File: src/rtl/freq_meter_seg.sv
// Gate-window frequency meter: counts synchronized rising edges of sig_in per gate,
// converts the result to BCD and scans it onto a multiplexed 7-segment display.

module freq_meter_seg_digit (
   input  logic [3:0] code,
   input  logic       blank,
   output logic [7:0] seg
);
   logic [7:0] seg_on;

   // Code 4'hA is the dash shown on overflow.
   always_comb begin
      seg_on = 8'h00;
      case (code)
         4'd0:    seg_on = 8'h3F;
         4'd1:    seg_on = 8'h06;
         4'd2:    seg_on = 8'h5B;
         4'd3:    seg_on = 8'h4F;
         4'd4:    seg_on = 8'h66;
         4'd5:    seg_on = 8'h6D;
         4'd6:    seg_on = 8'h7D;
         4'd7:    seg_on = 8'h07;
         4'd8:    seg_on = 8'h7F;
         4'd9:    seg_on = 8'h6F;
         4'hA:    seg_on = 8'h40;
         default: seg_on = 8'h00;
      endcase
      seg = blank ? 8'hFF : ~seg_on;
   end
endmodule

module freq_meter_seg #(
   parameter int CLK_FREQ  = 50_000_000,
   parameter int GATE_MS   = 1000,
   parameter int CNT_W     = 24,
   parameter int DIGITS    = 6,
   parameter int SCAN_FREQ = 200
) (
   input  logic              clk,
   input  logic              rst_n,
   input  logic              sig_in,
   input  logic              hold,
   output logic [CNT_W-1:0]  freq_value,
   output logic              valid,
   output logic              overflow,
   output logic [DIGITS-1:0] seg_sel,
   output logic [7:0]        seg_data
);
   localparam int GATE_CYCLES = CLK_FREQ / 1000 * GATE_MS;
   localparam int SCAN_COUNT  = CLK_FREQ / (SCAN_FREQ * DIGITS) - 1;
   localparam int GATE_W      = $clog2(GATE_CYCLES);
   localparam int SCAN_W      = (SCAN_COUNT > 0) ? $clog2(SCAN_COUNT + 1) : 1;
   localparam int IDX_W       = (DIGITS > 1) ? $clog2(DIGITS) : 1;
   localparam int ITER_W      = $clog2(CNT_W + 1);
   localparam int BCD_W       = DIGITS * 4;

   function automatic longint pow10(input int n);
      longint r;
      r = 1;
      for (int i = 0; i < n; i++) r = r * 10;
      return r;
   endfunction

   localparam logic [63:0]      MAX_DISP = 64'(pow10(DIGITS) - 1);
   localparam logic [CNT_W-1:0] CNT_MAX  = '1;

   // sync_pipe[1:0] is the synchronizer, sync_pipe[2] the edge-detect history.
   logic [2:0]        sync_pipe;
   logic              rise;
   logic [GATE_W-1:0] gate_cnt;
   logic              gate_end;
   logic [CNT_W-1:0]  edge_cnt;
   logic              sat;
   logic [CNT_W-1:0]  cap;
   logic              cap_sat;
   logic [63:0]       cap_ext;
   logic              start;

   assign rise     = sync_pipe[1] & ~sync_pipe[2];
   assign gate_end = (gate_cnt == GATE_W'(GATE_CYCLES - 1));
   assign start    = gate_end & ~hold;
   assign cap_ext  = 64'(cap);

   // An edge landing on the capture cycle is folded into the captured value.
   always_comb begin
      cap     = edge_cnt;
      cap_sat = sat;
      if (rise) begin
         if (edge_cnt == CNT_MAX) cap_sat = 1'b1;
         else                     cap     = edge_cnt + 1'b1;
      end
   end

   always_ff @(posedge clk or negedge rst_n) begin
      if (!rst_n) begin
         sync_pipe  <= '0;
         gate_cnt   <= '0;
         edge_cnt   <= '0;
         sat        <= 1'b0;
         freq_value <= '0;
         valid      <= 1'b0;
         overflow   <= 1'b0;
      end else begin
         sync_pipe <= {sync_pipe[1:0], sig_in};
         valid     <= 1'b0;
         if (gate_end) begin
            gate_cnt <= '0;
            edge_cnt <= '0;
            sat      <= 1'b0;
            if (!hold) begin
               freq_value <= cap;
               valid      <= 1'b1;
               overflow   <= cap_sat | (cap_ext > MAX_DISP);
            end
         end else begin
            gate_cnt <= gate_cnt + 1'b1;
            if (rise) begin
               if (edge_cnt == CNT_MAX) sat      <= 1'b1;
               else                     edge_cnt <= edge_cnt + 1'b1;
            end
         end
      end
   end

   // Sequential double-dabble: alternate add-3 and shift phases, CNT_W shifts.
   typedef enum logic [1:0] {IDLE, SHIFT, LOAD} state_t;

   state_t                  state;
   logic                    add_ph;
   logic [ITER_W-1:0]       iter;
   logic [CNT_W-1:0]        bin;
   logic [DIGITS-1:0][3:0]  bcd;
   logic [DIGITS-1:0][3:0]  bcd_adj;
   logic [DIGITS-1:0][3:0]  disp;

   always_comb begin
      bcd_adj = bcd;
      for (int d = 0; d < DIGITS; d++)
         if (bcd[d] >= 4'd5) bcd_adj[d] = bcd[d] + 4'd3;
   end

   always_ff @(posedge clk or negedge rst_n) begin
      if (!rst_n) begin
         state  <= IDLE;
         add_ph <= 1'b0;
         iter   <= '0;
         bin    <= '0;
         bcd    <= '0;
         disp   <= '0;
      end else begin
         case (state)
            IDLE: if (start) begin
               bin    <= cap;
               bcd    <= '0;
               iter   <= '0;
               add_ph <= 1'b1;
               state  <= SHIFT;
            end
            SHIFT: begin
               if (add_ph) begin
                  bcd    <= bcd_adj;
                  add_ph <= 1'b0;
               end else begin
                  {bcd, bin} <= {bcd, bin} << 1;
                  iter       <= iter + 1'b1;
                  add_ph     <= 1'b1;
                  if (iter == ITER_W'(CNT_W - 1)) state <= LOAD;
               end
            end
            LOAD: begin
               for (int d = 0; d < DIGITS; d++)
                  disp[d] <= overflow ? 4'hA : bcd[d];
               state <= IDLE;
            end
            default: state <= IDLE;
         endcase
      end
   end

   // Leading-zero blanking: a digit is blank if it and everything above it is zero.
   logic [DIGITS-1:0]      blank;
   logic [DIGITS-1:0][7:0] seg_code;
   logic                   nz_acc;

   always_comb begin
      nz_acc = 1'b0;
      blank  = '0;
      for (int d = DIGITS - 1; d >= 0; d--) begin
         nz_acc   = nz_acc | (disp[d] != 4'd0);
         blank[d] = (d != 0) && !nz_acc;
      end
   end

   for (genvar d = 0; d < DIGITS; d++) begin : g_dig
      freq_meter_seg_digit u_dig (
         .code  (disp[d]),
         .blank (blank[d]),
         .seg   (seg_code[d])
      );
   end

   logic [SCAN_W-1:0] scan_cnt;
   logic [IDX_W-1:0]  scan_idx;

   always_ff @(posedge clk or negedge rst_n) begin
      if (!rst_n) begin
         scan_cnt <= '0;
         scan_idx <= '0;
         seg_sel  <= '0;
         seg_data <= 8'hFF;
      end else begin
         if (scan_cnt == SCAN_W'(SCAN_COUNT)) begin
            scan_cnt <= '0;
            scan_idx <= (scan_idx == IDX_W'(DIGITS - 1)) ? '0 : scan_idx + 1'b1;
         end else begin
            scan_cnt <= scan_cnt + 1'b1;
         end
         seg_sel  <= DIGITS'(1) << scan_idx;
         seg_data <= seg_code[scan_idx];
      end
   end
endmodule

File: config.mk
export PLATFORM = sky130hd
export DESIGN_NAME = freq_meter_seg
export DESIGN_NICKNAME = d
export VERILOG_FILES = /design/src/rtl/freq_meter_seg.sv
export SDC_FILE = /design/constraint.sdc
export NUM_CORES = 1
export LEC_CHECK = 0
export CORE_UTILIZATION = 55
export CTS_CLUSTER_SIZE = 24
export DETAILED_ROUTE_END_ITERATION = 10
export HOLD_SLACK_MARGIN = 0.1
export PLACE_DENSITY = 0.7
export SKIP_CTS_REPAIR_TIMING = 1
export SLEW_MARGIN = 10
export SYNTH_ARGS = -nofsm -noshare
export SYNTH_HDL_FRONTEND = slang
export SYNTH_SLANG_ARGS = --single-unit
File: constraint.sdc
create_clock -name clk -period 4.6 [get_ports clk]
set_input_delay 0.46 -clock clk [delete_from_list [all_inputs] [get_ports clk]]
set_output_delay 0.46 -clock clk [all_outputs]
set_load 0.05 [all_outputs]
# ---- After elaboration in Yosys (flattened, before gate mapping)
# Memory sizes are Yosys's and may differ from the RTL's.
# Cells that the tools add are included.
dict set report word_totals {
  reg_bits 193
  rom_bits 672
  output_inout_bits 40
  elab_cells 147
  mem_count 6
}
# memory depth word_bits rd rd_ports_with_merged_regs wr line
set mem_list {}
lappend mem_list {{(name not given)} 16 7 1 0 0 14} ;# case (code)
lappend mem_list {{(name not given)} 16 7 1 0 0 14}
lappend mem_list {{(name not given)} 16 7 1 0 0 14}
lappend mem_list {{(name not given)} 16 7 1 0 0 14}
lappend mem_list {{(name not given)} 16 7 1 0 0 14}
lappend mem_list {{(name not given)} 16 7 1 0 0 14}
dict set report op_classes {
  add_sub_neg 11
  n_lt_le_gt_ge 8
  n_eq_ne 16
  shifts 1
  muxes 46
  bitwise 15
  reduce_logical 17
}
# op n
set op_table {}
lappend op_table {{24-bit 2-to-1 mux} 7}
lappend op_table {{24-bit case mux with 2 select lines} 2}
lappend op_table {{4-bit 2-to-1 mux} 12}
lappend op_table {{8-bit 2-to-1 mux} 6}
lappend op_table {{8-bit inverter} 6}
lappend op_table {{26-bit by 1-bit adder with 26-bit output (second input constant)} 1}
lappend op_table {{26-bit equality test (second input constant)} 1}
lappend op_table {{26-bit 2-to-1 mux} 1}
lappend op_table {{24-bit by 1-bit adder with 24-bit output (second input constant)} 1}
lappend op_table {{4-bit by 2-bit adder with 4-bit output (second input constant)} 6}
lappend op_table {{8-bit binary-select mux with 3-bit select} 1}
lappend op_table {{24-bit equality test (second input constant)} 1}
lappend op_table {{4-bit by 3-bit >= comparator with 1-bit output (second input constant)} 6}
lappend op_table {{24-bit by 20-bit greater-than comparator with 1-bit output (second input constant)} 1}
lappend op_table {{3-bit AND reduction} 8}
lappend op_table {{4-bit nonzero test} 5}
lappend op_table {{3-bit != test (second input constant)} 6}
lappend op_table {{16-bit by 1-bit adder with 16-bit output (second input constant)} 1}
lappend op_table {{16-bit equality test (second input constant)} 1}
lappend op_table {{16-bit 2-to-1 mux} 1}
lappend op_table {{5-bit 2-to-1 mux} 2}
lappend op_table {{5-bit case mux with 2 select lines} 1}
lappend op_table {{1-bit 2-to-1 mux} 7}
lappend op_table {{2-bit 2-to-1 mux} 3}
lappend op_table {{other kinds (18)} 27}

# ---- Logic depth before layout (Yosys ltp)
dict set report logic_depth {
  depth_word 8
  depth_mapped 10
  ltp_nobuf 9
}

# ---- Cells and area by module
# A second synthesis with hierarchy kept.
dict set report hier_totals {
  cells_unflattened 1177
  hier_area_um2 10742.8
}
# mod instances cells_per_inst area_per_inst_um2
set modules_own_cells {}
lappend modules_own_cells {freq_meter_seg 1 973 9316.4}
lappend modules_own_cells {freq_meter_seg_digit 6 34 237.7}

# ---- Least setup slack after synthesis
# No wires, ideal clock.
dict set report synth_path {
  path_type {register to register}
  start {register edge_cnt[0]}
  end {register overflow}
  t_arrival_ns 2.376
  required_time_ns 4.478
  setup_slack_ns 2.103
  path_stages_with_launch 10
  n_path_buf 1
  synth_period_minus_slack_ns 2.497
  cell_sequence {dfrtp_1 -> ha_1 -> nand3_1 -> or4_1 -> clkbuf_1 -> nor4b_2 -> xnor2_1 -> and4b_1 -> nand4_1 -> a32o_1}
}
dict set report synth_between {
  elab_chain_cells 5
  word_cells_on_any_way 8
  classes_between {add/sub: 1; order compare: 1; eq/ne: 1; mux: 4; bitwise: 1}
}
# item line
set synth_rtl {}
lappend synth_rtl {{start: declaration} 72} ;# logic [CNT_W-1:0] edge_cnt;
lappend synth_rtl {{start signal: assignment} 119} ;# else edge_cnt <= edge_cnt + 1'b1;
lappend synth_rtl {{24-bit by 1-bit adder with 24-bit output or 24-bit equality test (tied branches)} {90, 89}}
lappend synth_rtl {{24-bit 2-to-1 mux (2 in a row)} --}
lappend synth_rtl {{24-bit by 20-bit greater-than comparator with 1-bit output} 113} ;# overflow <= cap_sat | (cap_ext > MAX_DISP);
lappend synth_rtl {{1-bit bitwise OR (*)} 113}
lappend synth_rtl {{end signal: assignment} 113}
lappend synth_rtl {{end: declaration} 45} ;# output logic overflow,
# Mark *: on every way between the ends. The rest lies on a longest branch, timed or not.
# A chain may end at the register's enable or synchronous reset.

# ---- Worst setup path after layout
dict set report layout_path {
  start {register disp[21] (netlist bit)}
  end {register seg_data[4]}
}
dict set report layout_between {
  elab_chain_cells 8
  word_cells_on_any_way 14
  classes_between {mux: 7; bitwise: 5; reduce/logical: 1; memory: 1}
}
# item line
set layout_rtl {}
lappend layout_rtl {{start: declaration} 134} ;# logic [DIGITS-1:0][3:0] disp;
lappend layout_rtl {{start signal: indexed assignment} 172} ;# disp[d] <= overflow ? 4'hA : bcd[d];
lappend layout_rtl {{4-bit nonzero test} 189} ;# nz_acc = nz_acc | (disp[d] != 4'd0);
lappend layout_rtl {{1-bit bitwise OR (4 in a row)} 189}
lappend layout_rtl {{8-bit 2-to-1 mux} 28} ;# seg = blank ? 8'hFF : ~seg_on;
lappend layout_rtl {{8-bit binary-select mux with 3-bit select (*)} 219} ;# seg_data <= seg_code[scan_idx];
lappend layout_rtl {{8-bit 2-to-1 mux (not written as such) (*)} 219}
lappend layout_rtl {{end signal: assignment} 219}
lappend layout_rtl {{end: declaration} 47} ;# output logic [7:0] seg_data
# Mark *: on every way between the ends. The rest lies on a longest branch, timed or not. The select of a mux whose other input is x is not followed.

==> flow_summary.toml <==
[finish]
layout.nets = 1229
num-fill-cells = 1580
antenna_cells = 0
stdcell_count = 1419
drive_gt1_share_pct = 6.08
syn2layout_area_growth_pct = 11.9
fin_area_um2 = 11700
multi_input_area_um2 = 5260
final_core_util_pct = 62.7
seqCellArea_um2 = 4840

[route]
drc_errors = 0
wl_met3_um = 785
drtIter0Drc = 505
avgViaCountPerCell = 5.74
met2_length_mm = 10.5
antenna_left = 0
wl_met1_mm = 10.8
first_pass_iters = 5
wirelength_mm = 22.2
avgRoutedWirePerCell_um = 15.7
top_layer = "met4"
via_count = 8146

[sta]
final.setup.tns_ns = 0
final-setup-viol-count = 0
min_period_over_period_pct = 66.5
drv_slew = 0
tightest_slew_ns = 0.959
max_freq_mhz = 327
rsz0062_at_grt = "no"
fin_ws_ns = 1.54
slew_headroom_pct = 36.0
skew_ns = 0.0103
period_needed_ns = 3.06
timing.final.hold_violations = 0

[clocking]
cts.clk_slew.worst_paths_ns = 0.07
clk_path_buf_depth = 2
numCtsBuffers = 17
htree_num_levels = 4
cts_tree = "done"
cts_sinks = 193
clkLatencyLatePin_ns = 0.43
clock-root-buffer = "clkbuf_16"

[logic_synthesis]
synth_common_cells = "dfrtp_1, nand2_1, nor2_1"
yosysWarnings = 0
synth_cell_type_count = 67
synth_edf_count = 0
ys_async_sr_fraction_pct = 100
synth_area_leaders = "dfrtp_1, ha_1, nand2_1, nor2_1, o21ai_0"
yosys.area_share.simple_pct = 20.7
ys_seq_area_share_pct = 46.2
synth-main-ff-cell = "dfrtp_1"
ys_ff_latch = 193
synth_xor_xnor_area_share_pct = 5.27
synth_top_area_share_pct = 44.2
synth.most_common_cell = "dfrtp_1"
syn_area_per_cell_um2 = 9.09
synthMuxAreaShare_pct = 1.27
synth_top_family_by_area = "simple AND/OR/NAND/NOR gates"
synthAdderAreaFrac_pct = 6.21
synth-compound-area-share_pct = 16.6
synth_cells = 1153
synth_area_um2 = 10500
synthesis.nets = 1209
yosysTopAreaCell = "dfrtp_1"

[grt]
antenna_found_initial = 0
grt_pass1_vias = 7519
globalRouteOverflowTotal = 0
grt.total_usage_pct = 23.8
grt_pass1_wl_mm = 37.5
grt_start_max_net_pins = 123

[placed_design]
dpl.hpwl_mm = 15.2
dpl_worst_slack_ns = 1.59
post_dp_cell_area_um2 = 11100
placed_cells = 1388
port-buffer-count = 43
gp_congestion = 0.958

[setup_path]
worstReg2RegStart = "disp[21]"
cpMaxStageDelayCell = "or4_1"
crit_path_start = "disp[21]"
path_cells = "inv_1, ha_1, nor4bb_1, nand4b_1, or4_1, o31ai_1, a211oi_1, a211o_1, nand2_1"
start_kind = "flip-flop"
cp_num_buf_inv = 1
path_max_fanout = 7
cp-end-kind = "flip-flop"
arrival_ns = 3.43
path_class = "flip-flop to flip-flop"
crit_family = "simple AND/OR/NAND/NOR gates"
cp.required_ns = 4.97
max_stage_delay_ns = 0.57

[status]
status = "complete, no violations"

[die]
die_area_um2 = 19600
die_h_um = 140
io_pins = 44
core-area_um2 = 18700
initial_core_util_pct = 56.0
rows = 50
fp.dieW_um = 140

[power_and_ir_drop]
p_per_area_nw_per_um2 = 296
ir_worst_vdd_uv = 350
p_leak_nw = 5.17

[min_path]
hold_class = "input pin to async pin"

[flow_run]
maxCapViolCount = 0
==> logic make-up (layout without fill, tap and decap cells) <==
| group | Yosys count | count (layout) |
|---|---|---|
| and+or+nand+nor | 452 | 452 |
| AOI/OAI and AO/OA | 274 | 274 |
| DFF | 193 | 193 |
| buffers and inverters | 106 | 138 |
| xor gates and xnor gates | 63 | 63 |
| adders and majority gates | 52 | 52 |
| muxes | 13 | 13 |
==> metal layers <==
layer	GRT usage [%]	vias to the layer above
met4	5.67	0
met2	37.7	159
li1	-	4056
met1	34.0	3916
met3	4.24	15
met5	0	-
==> per-stage QoR <==
stage          hold slack (ns)  power [mW]
3_5_place_dp             0.339        1.93
2_1_floorplan            0.164        1.86
3_3_place_gp             0.334        1.93
5_1_grt                  0.282        3.60
6_report                 0.206        3.47
4_1_cts                  0.232        3.50
==> layout make-up <==
| cell class | instances | area share (%) |
|---|---|---|
| multi-input combinational | 854 | 44.8 |
| sequential | 193 | 41.3 |
| timing repair buffer | 54 | 4.41 |
| clock buffer | 19 | 3.78 |
| tap | 234 | 2.50 |
| inverter | 53 | 1.70 |
| clock inverter | 12 | 1.56 |
==> layout by cell type (no fill, tap or decap), drive strengths merged, types with 20 or more instances in the layout <==
cell             n
ha              52
a21oi           59
xor2            28
o21ai          100
clkbuf          20
dfrtp          185
nand4           22
xnor2           35
nor2           132
nor3            32
nand2          145
nand2b          23
clkdlybuf4s50   42
inv             55
nand3           31
==> worst reg2reg max path, cell delays in order, from the launching register on <==
cell and delay (ns):
dfrtp_1 0.43, inv_1 0.20, ha_1 0.29, nor4bb_1 0.47, nand4b_1 0.34, or4_1 0.57
o31ai_1 0.23, a211oi_1 0.10, a211o_1 0.29, nand2_1 0.07
==> sequential cells by signal (all words and copies together) (netlist names) <==
register,count
gate_cnt,26
bcd,24
bin,24
disp,24
edge_cnt,24
freq_value,24
scan_cnt,16
seg_data,8
seg_sel,6
iter,5
scan_idx,3
sync_pipe,3
state,2
add_ph,1
overflow,1
sat,1
valid,1
==> final timing paths <==
check | to | slack (ns) | depth (start not counted)
min | scan_cnt[12] | 0.21 | 1
max | seg_data[4] | 1.54 | 9
min in group clk | sync_pipe[1] | 0.35 | 0
max in group asynchronous | bcd[19] | 3.32 | 2
min reg2reg | sync_pipe[1] | 0.35 | 0
max reg2reg | seg_data[4] | 1.54 | 9
==> report_power, final <==
group / leakage (nW) / switching, mW / internal, mW
registers: 2.55 / 0.0339 / 1.72
logic: 2.32 / 0.0997 / 0.0440
clock network: 0.301 / 0.645 / 0.928
Note: power is estimated with default switching activity, not from simulation.
